<file path="src/rtl/noc_pkg.sv">
// ============================================================================
// noc_pkg : shared flit layout helpers, mode encodings and FSM state type
// Revision: 1.0
// ============================================================================
`default_nettype none

package noc_pkg;

  localparam logic [1:0] MODE_UNIFORM = 2'd0;
  localparam logic [1:0] MODE_BITCOMP = 2'd1;
  localparam logic [1:0] MODE_FIXED   = 2'd2;
  localparam logic [1:0] MODE_RR      = 2'd3;

  // Right-shifting Galois mask for x^32 + x^22 + x^2 + x + 1
  localparam logic [31:0] LFSR_TAPS = 32'h8020_0003;

  typedef enum logic [1:0] {
    ST_IDLE = 2'd0,
    ST_GEN  = 2'd1,
    ST_SEND = 2'd2,
    ST_DONE = 2'd3
  } pe_state_e;

  // Flit layout, MSB first: dest | src | seq | payload
  function automatic int f_dest_msb(input int data_w);
    return data_w - 1;
  endfunction

  function automatic int f_dest_lsb(input int data_w, input int addr_w);
    return data_w - addr_w;
  endfunction

  function automatic int f_src_lsb(input int data_w, input int addr_w);
    return data_w - 2 * addr_w;
  endfunction

  function automatic int f_seq_lsb(input int data_w, input int addr_w, input int seq_w);
    return data_w - 2 * addr_w - seq_w;
  endfunction

endpackage

`default_nettype wire

</file>
<file path="src/rtl/noc_lfsr32.sv">
// ============================================================================
// noc_lfsr32 : seedable 32-bit Galois LFSR with advance enable
// Revision: 1.0
// ============================================================================
`default_nettype none

module noc_lfsr32
  import noc_pkg::*;
#(
  parameter logic [31:0] SEED = 32'h0000_0001
) (
  input  logic        sclk,
  input  logic        rst,
  input  logic        i_enable,
  output logic [31:0] o_state
);

  logic [31:0] state_q;
  logic [31:0] state_d;

  always_comb begin
    state_d = state_q;
    if (i_enable) begin
      state_d = (state_q >> 1) ^ (state_q[0] ? LFSR_TAPS : 32'h0);
    end
  end

  always_ff @(posedge sclk) begin
    if (rst) begin
      state_q <= SEED;
    end else begin
      state_q <= state_d;
    end
  end

  assign o_state = state_q;

endmodule

`default_nettype wire

</file>
<file path="src/rtl/noc_traffic_pe.sv">
// ============================================================================
// noc_traffic_pe : traffic-generating and checking PE for one NoC leaf port
// Revision: 1.0
// ============================================================================
`default_nettype none

module noc_traffic_pe
  import noc_pkg::*;
#(
  parameter int          DATA_W    = 32,
  parameter int          NUM_NODES = 4,
  parameter int          ADDR_W    = $clog2(NUM_NODES),
  parameter int          ADDR      = 0,
  parameter int          SEQ_W     = 8,
  parameter logic [31:0] LFSR_SEED = 32'hACE1_0001 ^ 32'(ADDR)
) (
  input  logic              sclk,
  input  logic              rst,
  input  logic              i_enable,
  input  logic [1:0]        i_mode,
  input  logic [ADDR_W-1:0] i_fixed_dest,
  input  logic [7:0]        i_rate,
  input  logic [31:0]       i_max_pkts,
  input  logic              i_rx_stall,
  output logic [DATA_W-1:0] o_data,
  output logic              o_data_valid,
  input  logic              i_data_ready,
  input  logic [DATA_W-1:0] i_data,
  input  logic              i_data_valid,
  output logic              o_data_ready,
  output logic [31:0]       o_sent_cnt,
  output logic [31:0]       o_recv_cnt,
  output logic [31:0]       o_err_cnt,
  output logic              o_done
);

  localparam int DEST_LSB = f_dest_lsb(DATA_W, ADDR_W);
  localparam int SRC_LSB  = f_src_lsb(DATA_W, ADDR_W);
  localparam int SEQ_LSB  = f_seq_lsb(DATA_W, ADDR_W, SEQ_W);

  localparam logic [ADDR_W-1:0] SELF     = ADDR_W'(ADDR);
  localparam logic [ADDR_W-1:0] RR_INIT  = ADDR_W'((ADDR + 1) % NUM_NODES);
  localparam logic [DATA_W-1:0] PAY_MASK = (DATA_W'(1) << SEQ_LSB) - DATA_W'(1);

  logic [31:0] lfsr;

  noc_lfsr32 #(
    .SEED (LFSR_SEED)
  ) u_lfsr (
    .sclk     (sclk),
    .rst      (rst),
    .i_enable (1'b1),
    .o_state  (lfsr)
  );

  pe_state_e         state_q, state_d;
  logic [DATA_W-1:0] data_q, data_d;
  logic              valid_q, valid_d;
  logic              done_q, done_d;
  logic              rx_ready_q, rx_ready_d;
  logic [31:0]       sent_q, sent_d;
  logic [31:0]       recv_q, recv_d;
  logic [31:0]       err_q, err_d;
  logic [ADDR_W-1:0] rr_ptr_q, rr_ptr_d;
  logic [SEQ_W-1:0]  seq_tx_q [NUM_NODES];
  logic [SEQ_W-1:0]  seq_tx_d [NUM_NODES];
  logic [SEQ_W-1:0]  seq_rx_q [NUM_NODES];
  logic [SEQ_W-1:0]  seq_rx_d [NUM_NODES];

  logic [ADDR_W-1:0] gen_dest;
  logic              gen_ok;
  logic [ADDR_W-1:0] rr_next;
  logic [DATA_W-1:0] gen_flit;
  logic [ADDR_W-1:0] tx_dest;
  logic [31:0]       sent_inc;

  // Destination selection; gen_ok drops only for a fixed destination equal to self
  always_comb begin
    gen_dest = '0;
    gen_ok   = 1'b0;
    case (i_mode)
      MODE_UNIFORM: begin
        gen_dest = lfsr[ADDR_W+7:8];
        if (gen_dest == SELF) begin
          gen_dest = gen_dest + ADDR_W'(1);
        end
        gen_ok = 1'b1;
      end
      MODE_BITCOMP: begin
        gen_dest = ~SELF;
        gen_ok   = 1'b1;
      end
      MODE_FIXED: begin
        gen_dest = i_fixed_dest;
        gen_ok   = (i_fixed_dest != SELF);
      end
      default: begin
        gen_dest = rr_ptr_q;
        gen_ok   = 1'b1;
      end
    endcase
  end

  always_comb begin
    rr_next = rr_ptr_q + ADDR_W'(1);
    if (rr_next == SELF) begin
      rr_next = rr_next + ADDR_W'(1);
    end
  end

  assign gen_flit = (DATA_W'(gen_dest) << DEST_LSB)
                  | (DATA_W'(SELF) << SRC_LSB)
                  | (DATA_W'(seq_tx_q[gen_dest]) << SEQ_LSB)
                  | (DATA_W'(lfsr) & PAY_MASK);

  assign tx_dest  = data_q[DEST_LSB +: ADDR_W];
  assign sent_inc = sent_q + 32'd1;

  always_comb begin
    state_d  = state_q;
    data_d   = data_q;
    valid_d  = valid_q;
    done_d   = done_q;
    sent_d   = sent_q;
    rr_ptr_d = rr_ptr_q;
    seq_tx_d = seq_tx_q;
    case (state_q)
      ST_IDLE: begin
        if (i_enable) begin
          state_d = ST_GEN;
        end
      end
      ST_GEN: begin
        if (!i_enable) begin
          state_d = ST_IDLE;
        end else if ((lfsr[7:0] < i_rate) && gen_ok) begin
          data_d  = gen_flit;
          valid_d = 1'b1;
          state_d = ST_SEND;
          if (i_mode == MODE_RR) begin
            rr_ptr_d = rr_next;
          end
        end
      end
      // Enable is deliberately ignored here so a pending flit is never dropped
      ST_SEND: begin
        if (i_data_ready) begin
          valid_d           = 1'b0;
          sent_d            = sent_inc;
          seq_tx_d[tx_dest] = seq_tx_q[tx_dest] + SEQ_W'(1);
          if ((i_max_pkts != 32'd0) && (sent_inc == i_max_pkts)) begin
            state_d = ST_DONE;
            done_d  = 1'b1;
          end else begin
            state_d = ST_GEN;
          end
        end
      end
      ST_DONE: begin
        if (!i_enable) begin
          state_d = ST_IDLE;
          done_d  = 1'b0;
        end
      end
      default: begin
        state_d = ST_IDLE;
      end
    endcase
  end

  logic              rx_fire;
  logic [ADDR_W-1:0] rx_dest;
  logic [ADDR_W-1:0] rx_src;
  logic [SEQ_W-1:0]  rx_seq;
  logic              rx_bad;

  assign rx_fire = i_data_valid & rx_ready_q;
  assign rx_dest = i_data[DEST_LSB +: ADDR_W];
  assign rx_src  = i_data[SRC_LSB +: ADDR_W];
  assign rx_seq  = i_data[SEQ_LSB +: SEQ_W];
  assign rx_bad  = (rx_dest != SELF) || (rx_seq != seq_rx_q[rx_src]);

  // Expected sequence always follows the last seen value, so one gap costs one error
  always_comb begin
    rx_ready_d = ~i_rx_stall;
    recv_d     = recv_q;
    err_d      = err_q;
    seq_rx_d   = seq_rx_q;
    if (rx_fire) begin
      recv_d           = recv_q + 32'd1;
      err_d            = rx_bad ? (err_q + 32'd1) : err_q;
      seq_rx_d[rx_src] = rx_seq + SEQ_W'(1);
    end
  end

  always_ff @(posedge sclk) begin
    if (rst) begin
      state_q    <= ST_IDLE;
      data_q     <= '0;
      valid_q    <= 1'b0;
      done_q     <= 1'b0;
      rx_ready_q <= 1'b0;
      sent_q     <= '0;
      recv_q     <= '0;
      err_q      <= '0;
      rr_ptr_q   <= RR_INIT;
      for (int i = 0; i < NUM_NODES; i++) begin
        seq_tx_q[i] <= '0;
        seq_rx_q[i] <= '0;
      end
    end else begin
      state_q    <= state_d;
      data_q     <= data_d;
      valid_q    <= valid_d;
      done_q     <= done_d;
      rx_ready_q <= rx_ready_d;
      sent_q     <= sent_d;
      recv_q     <= recv_d;
      err_q      <= err_d;
      rr_ptr_q   <= rr_ptr_d;
      seq_tx_q   <= seq_tx_d;
      seq_rx_q   <= seq_rx_d;
    end
  end

  assign o_data       = data_q;
  assign o_data_valid = valid_q;
  assign o_data_ready = rx_ready_q;
  assign o_sent_cnt   = sent_q;
  assign o_recv_cnt   = recv_q;
  assign o_err_cnt    = err_q;
  assign o_done       = done_q;

  logic unused_bits;
  assign unused_bits = ^{i_data, lfsr};

endmodule

`default_nettype wire
</file>
<file path="config.mk">
export PLATFORM = sky130hd
export DESIGN_NAME = noc_traffic_pe
export DESIGN_NICKNAME = d
export VERILOG_FILES = /design/src/rtl/noc_pkg.sv /design/src/rtl/noc_lfsr32.sv /design/src/rtl/noc_traffic_pe.sv
export SDC_FILE = /design/constraint.sdc
export NUM_CORES = 1
export LEC_CHECK = 0
export ABC_AREA = 0
export CAP_MARGIN = 10
export CORE_UTILIZATION = 52
export DETAILED_ROUTE_END_ITERATION = 10
export PLACE_DENSITY = 0.91
export SLEW_MARGIN = 15
export SYNTH_ARGS = -nofsm -noshare
export SYNTH_HDL_FRONTEND = slang
export SYNTH_SLANG_ARGS = --single-unit
</file>
<file path="constraint.sdc">
create_clock -name sclk -period 3.7 [get_ports sclk]
set_input_delay 0.555 -clock sclk [delete_from_list [all_inputs] [get_ports sclk]]
set_output_delay 0.555 -clock sclk [all_outputs]
set_load 0.03 [all_outputs]
</file>
**Yosys cells after proc, flatten, opt, wreduce, memory -nomap -nowiden**

Cells that the tools add are included.

- Flip-flop bits (word level): 231
- Output and inout port bits: 131

- Add/subtract/negate cells: 8
- Order comparisons: 6
- Eq/ne operators: 15
- Mux-type cells: 35
- Bitwise logic cells: 8
- Reductions and logical operators: 21

Operators with widths:

| cell | count |
|---|---|
| adder 32 x 1 -> 32 bit, second input constant | 3 |
| bitwise mux 32 bit | 2 |
| two-way mux 8 bit | 8 |
| binary-select mux 8 bit (select 2 bit) | 3 |
| demux 8 bit (select 2 bit) | 2 |
| equality test 32 bit | 1 |
| two-way mux 32 bit | 1 |
| OR 32 x 20 -> 32 bit | 1 |
| OR 32 x 28 -> 32 bit | 1 |
| nonzero test 32 bit | 1 |
| bitwise XOR 31 x 32 -> 32 bit | 1 |
| adder 8 x 1 -> 8 bit, second input constant | 2 |
| two-way mux 2 bit | 8 |
| AND reduction 4 bit | 4 |
| inequality test 2 bit, second input constant | 6 |
| greater-or-equal comparator 3 bit, second input constant | 3 |
| NOT 2 -> 3 bit | 3 |
| equality test 2 bit, second input constant | 4 |
| logical NOT 2 bit | 4 |
| less-than comparator 8 bit | 1 |
| inequality test 8 bit | 1 |
| case mux 2 bit (4 select lines) | 1 |
| nonzero test 2 bit | 4 |
| two-way mux 1 bit | 7 |
| 12 further kinds | 21 |

**Logic depth before layout (Yosys ltp)**

- Word-level depth: 9
- Depth in mapped cells: 11
- Mapped depth without buffers: 9

**Cells and area by module**

A second synthesis with hierarchy kept.

- Cell total of the unflattened synthesis: 1276
- Area total of the unflattened synthesis: 11219.5 µm²

By module, submodules not included:

| module | times used | cells an instance | area each (µm²) | seq. area each (µm²) |
|---|---|---|---|---|
| noc_traffic_pe | 1 | 1169 | 10045.9 | 3943.8 |
| noc_lfsr32 | 1 | 107 | 1173.6 | 640.6 |

**Worst setup path after synthesis**

No wires, ideal clock.

- Kind: register -> register
- From: reg sent_q[0] (netlist: o_sent_cnt[0])
- To: reg done_q (netlist: o_done)
- Setup time: 0.086 ns
- Arrival time: 3.278 ns
- Required time: 3.614 ns
- Slack: 0.336 ns
- Cell stages (with the launch flop): 10
- Path buffers: 0
- Period minus slack after synthesis: 3.364 ns
- Cell sequence: dfxtp_1 > ha_1 > nand3_1 > or3_1 > or4_1 > a211o_1 > or4_1 > nor4_1 > nand4_1 > a221oi_2

- Cells in the longest elaborated chain, start to end: 5

RTL lines:

| what | RTL line | RTL |
|---|---|---|
| start, declared | noc_traffic_pe.sv:61 | `logic [31:0] sent_q, sent_d;` |
| start signal, assigned | noc_traffic_pe.sv:217 | `sent_q <= sent_d;` |
| adder 32 x 1 -> 32 bit | noc_traffic_pe.sv:117 | `assign sent_inc = sent_q + 32'd1;` |
| equality test 32 bit | noc_traffic_pe.sv:151 | `if ((i_max_pkts != 32'd0) && (sent_inc == i_max_pkts)) begin` |
| logical AND 1 bit | noc_traffic_pe.sv:151 |  |
| inequality test 2 bit (no line) | - |  |
| AND reduction 4 bit (no line) | - |  |
| end signal, assigned | noc_traffic_pe.sv:215 | `done_q <= done_d;` |
| end, declared | noc_traffic_pe.sv:59 | `logic done_q, done_d;` |

No other way between the ends.
A chain may end at the register's enable or synchronous reset.

**Worst setup path after layout**

Ends and elaborated chain as after synthesis.

==> impl_results.md <==
* Status: completed
* Synthesized cell area at 0.0108 sq mm
* Main flop type after synthesis: dfxtp_1
* Seq cells post-synth at 229
* # setup viols final at 0
* PortBufs at 190
* Post-layout net count at 1517
* Worst-case vdd ir drop at 322 uV
* Crit. End Element: register
* Grt ovf at 0
* Avg WL per Cell at 16.8 um
* CTS sink count at 229
* Final antenna-violating net count at 0
* Startpoint Class: register
* H-tree levels at 1
* Ports at 213
* RSZ-0062 raised after global routing: no
* Global-route wire length before repair at 46500 um
* CTS buffer count at 24
* Die width at 146 um
* Crit path DAT at 3840 ps
* Pwr/cell area at 392 mW/mm^2
* Tmin final at 3420 ps
* Root Buffer: clkbuf_16
* Via count at 9774
* CTS tree: yes
* Non-Filler Instances at 1707
* Yosys warns at 0
* Netlist cell types at 55
* Maxcap violations at 0
* Router iterations before antenna repair at 5
* Slew Limit Fails at 0
* Number of global-route vias before repair at 9534
* Setup TNS at 0 ps
* Min-delay worst type: register to register
* GPL Wtd Cong at 0.920
* Maximum clock insertion buffer count at 3
* Post-synth ARST share at 0
* Rel. slew slack at 0.427
* Post-CTS Hold Buffers at 0
* Die Area at 0.0214 sq mm
* Via density at 5.73
* Worst Tran Pin Value at 853 ps
* DP Cell Count at 1664
* Post-DP HPWL at 20600 um
* Crit-path max FO at 7
* Syn Area/Cell at 8.67 sq um
* Antenna diodes at 0
* Share of layout cells above drive strength 1 at 0.0786
* Total Wirelength at 28700 um
* Number of enable flip-flop cells after synthesis at 0
* Initial DRC Count at 542
* Cells after Synth at 1246
* Maximum clock frequency at 292 MHz
* Crit Path Class: register to register
* Final Hold Viols at 0
* Core box area at 0.0203 sq mm
* Initial antenna violation count at 1
* Crit path required time at 4120 ps
* Clock Pin Slew Worst Setup and Hold Paths at 60 ps
* Die Y at 146 um
* Tot GR Track Use at 0.264
* Area growth, synth to finish at 28.3%
* Initial core utilization at 0.532
* Sequential cell area fraction in the yosys report at 0.424
* Final worst-path cycle share at 0.925
* P_leak at 0.00484 uW
* DRC errors left at 0
* Post-CTS sizing at 0
* Setup Skew at 8.67 ps
* Post-CTS Setup Inserts at 0
* FP Rows at 52
* Clock latency on the worst-skew pair at 510 ps
* Pin count of the biggest net entering global routing at 99
per-layer routing:
layer / GRT usage / wire length (um) / vias up
met5: 0 / 13 / -
met4: 0.105 / 942 / 2
met3: 0.0475 / 2000 / 77
met2: 0.453 / 13800 / 339
met1: 0.328 / 11900 / 4665
li1: - / - / 4691
placed cells by master, fill, tap and decap left out, types with 4 or more instances in the layout:
cell	synthesis	layout
or3_1	28	28
nor3_1	23	23
inv_1	25	25
buf_4	2	31
ha_1	15	15
and4_1	6	6
and3_1	26	26
dfxtp_1	229	229
nand2_1	125	125
clkbuf_16	0	25
mux2_2	9	9
clkbuf_1	67	4
nand2b_1	6	6
nand4_1	27	27
xor2_1	76	76
o21ai_0	28	28
o32ai_1	4	4
mux4_2	16	16
a21oi_1	59	59
clkbuf_8	0	7
nor2_1	174	174
nor2b_1	23	23
xnor2_1	62	62
and2_1	4	4
or2_2	9	9
clkdlybuf4s50_1	0	189
mux2i_1	22	22
o211ai_1	9	9
a211oi_1	60	60
nand3_1	46	46
nor4_1	17	17
critical path, cell delays in order (launching register included):
cell	delay, ps
dfxtp_1	450
ha_1	340
nand3_1	130
or3_1	380
or4_1	500
a211o_1	300
or4_1	460
nor4_1	230
nand4_1	230
a221oi_2	310
state kept, by name (all words and copies together) (netlist names):
name,count
o_err_cnt,32
o_data,30
o_recv_cnt,32
o_data_ready,1
rr_ptr_q,2
seq_rx_q,32
o_done,1
seq_tx_q,32
u_lfsr.o_state,32
state_q,2
o_data_valid,1
o_sent_cnt,32
kinds of logic after synthesis:
logic type / after synthesis / share of synthesized area
mux: 47 / 0.0631
flops: 229 / 0.424
other cells: 1 / 0.000347
compound gates: 187 / 0.112
xor+xnor: 138 / 0.112
simple gates: 529 / 0.235
fa+ha+maj: 15 / 0.0174
buf+inv: 100 / 0.0357
synth_stat cells, drive strengths merged (26+ instances only):
master | number | area [sq um]
xor2 | 76 | 666
or3 | 28 | 175
nand2 | 125 | 469
a211oi | 60 | 450
nor2 | 174 | 653
dfxtp | 229 | 4580
nand4 | 29 | 211
xnor2 | 62 | 543
and3 | 26 | 163
o21ai | 28 | 140
nand3 | 46 | 230
a21oi | 59 | 295
clkbuf | 67 | 251
path summary, 6_finish.rpt:
path	start	endpoint	slack [ps]	cells after the start
max	o_sent_cnt[0]	o_done	280	9
max reg2reg	o_sent_cnt[0]	o_done	280	9
min	u_lfsr.o_state[27]	u_lfsr.o_state[26]	410	1
min reg2reg	u_lfsr.o_state[27]	u_lfsr.o_state[26]	410	1
power by group:
group | internal, uW | total [uW] | switching [uW]
registers | 2500 | 2530 | 27.8
logic | 166 | 359 | 193
clock network | 1580 | 2540 | 965
total | 4250 | 5430 | 1190
per-stage QoR:
| step | hold WS, ps | area, sq um | power [uW] | utilization | setup WS, ps |
|---|---|---|---|---|---|
| 2_1_floorplan | 389 | 10800 | 2780 | - | 336 |
| 3_3_place_gp | 396 | 13000 | 2930 | 0.641 | 167 |
| 3_5_place_dp | 407 | 13000 | 2940 | 0.641 | 156 |
| 4_1_cts | 416 | 13900 | 5470 | 0.683 | 280 |
| 5_1_grt | 420 | 13900 | 5610 | 0.683 | 152 |
| 6_report | 414 | 13900 | 5430 | 0.683 | 279 |
area by class of cell:
class	instances	area [sq um]
Clock buffer	36	737
Clock inverter	7	113
Fill cell	1526	6430
Inverter	25	93.8
Multi-Input combinational cell	918	5850
Sequential cell	229	4580
Tap cell	270	338
Timing Repair Buffer	222	2160
(Power assumes the default switching activity.)
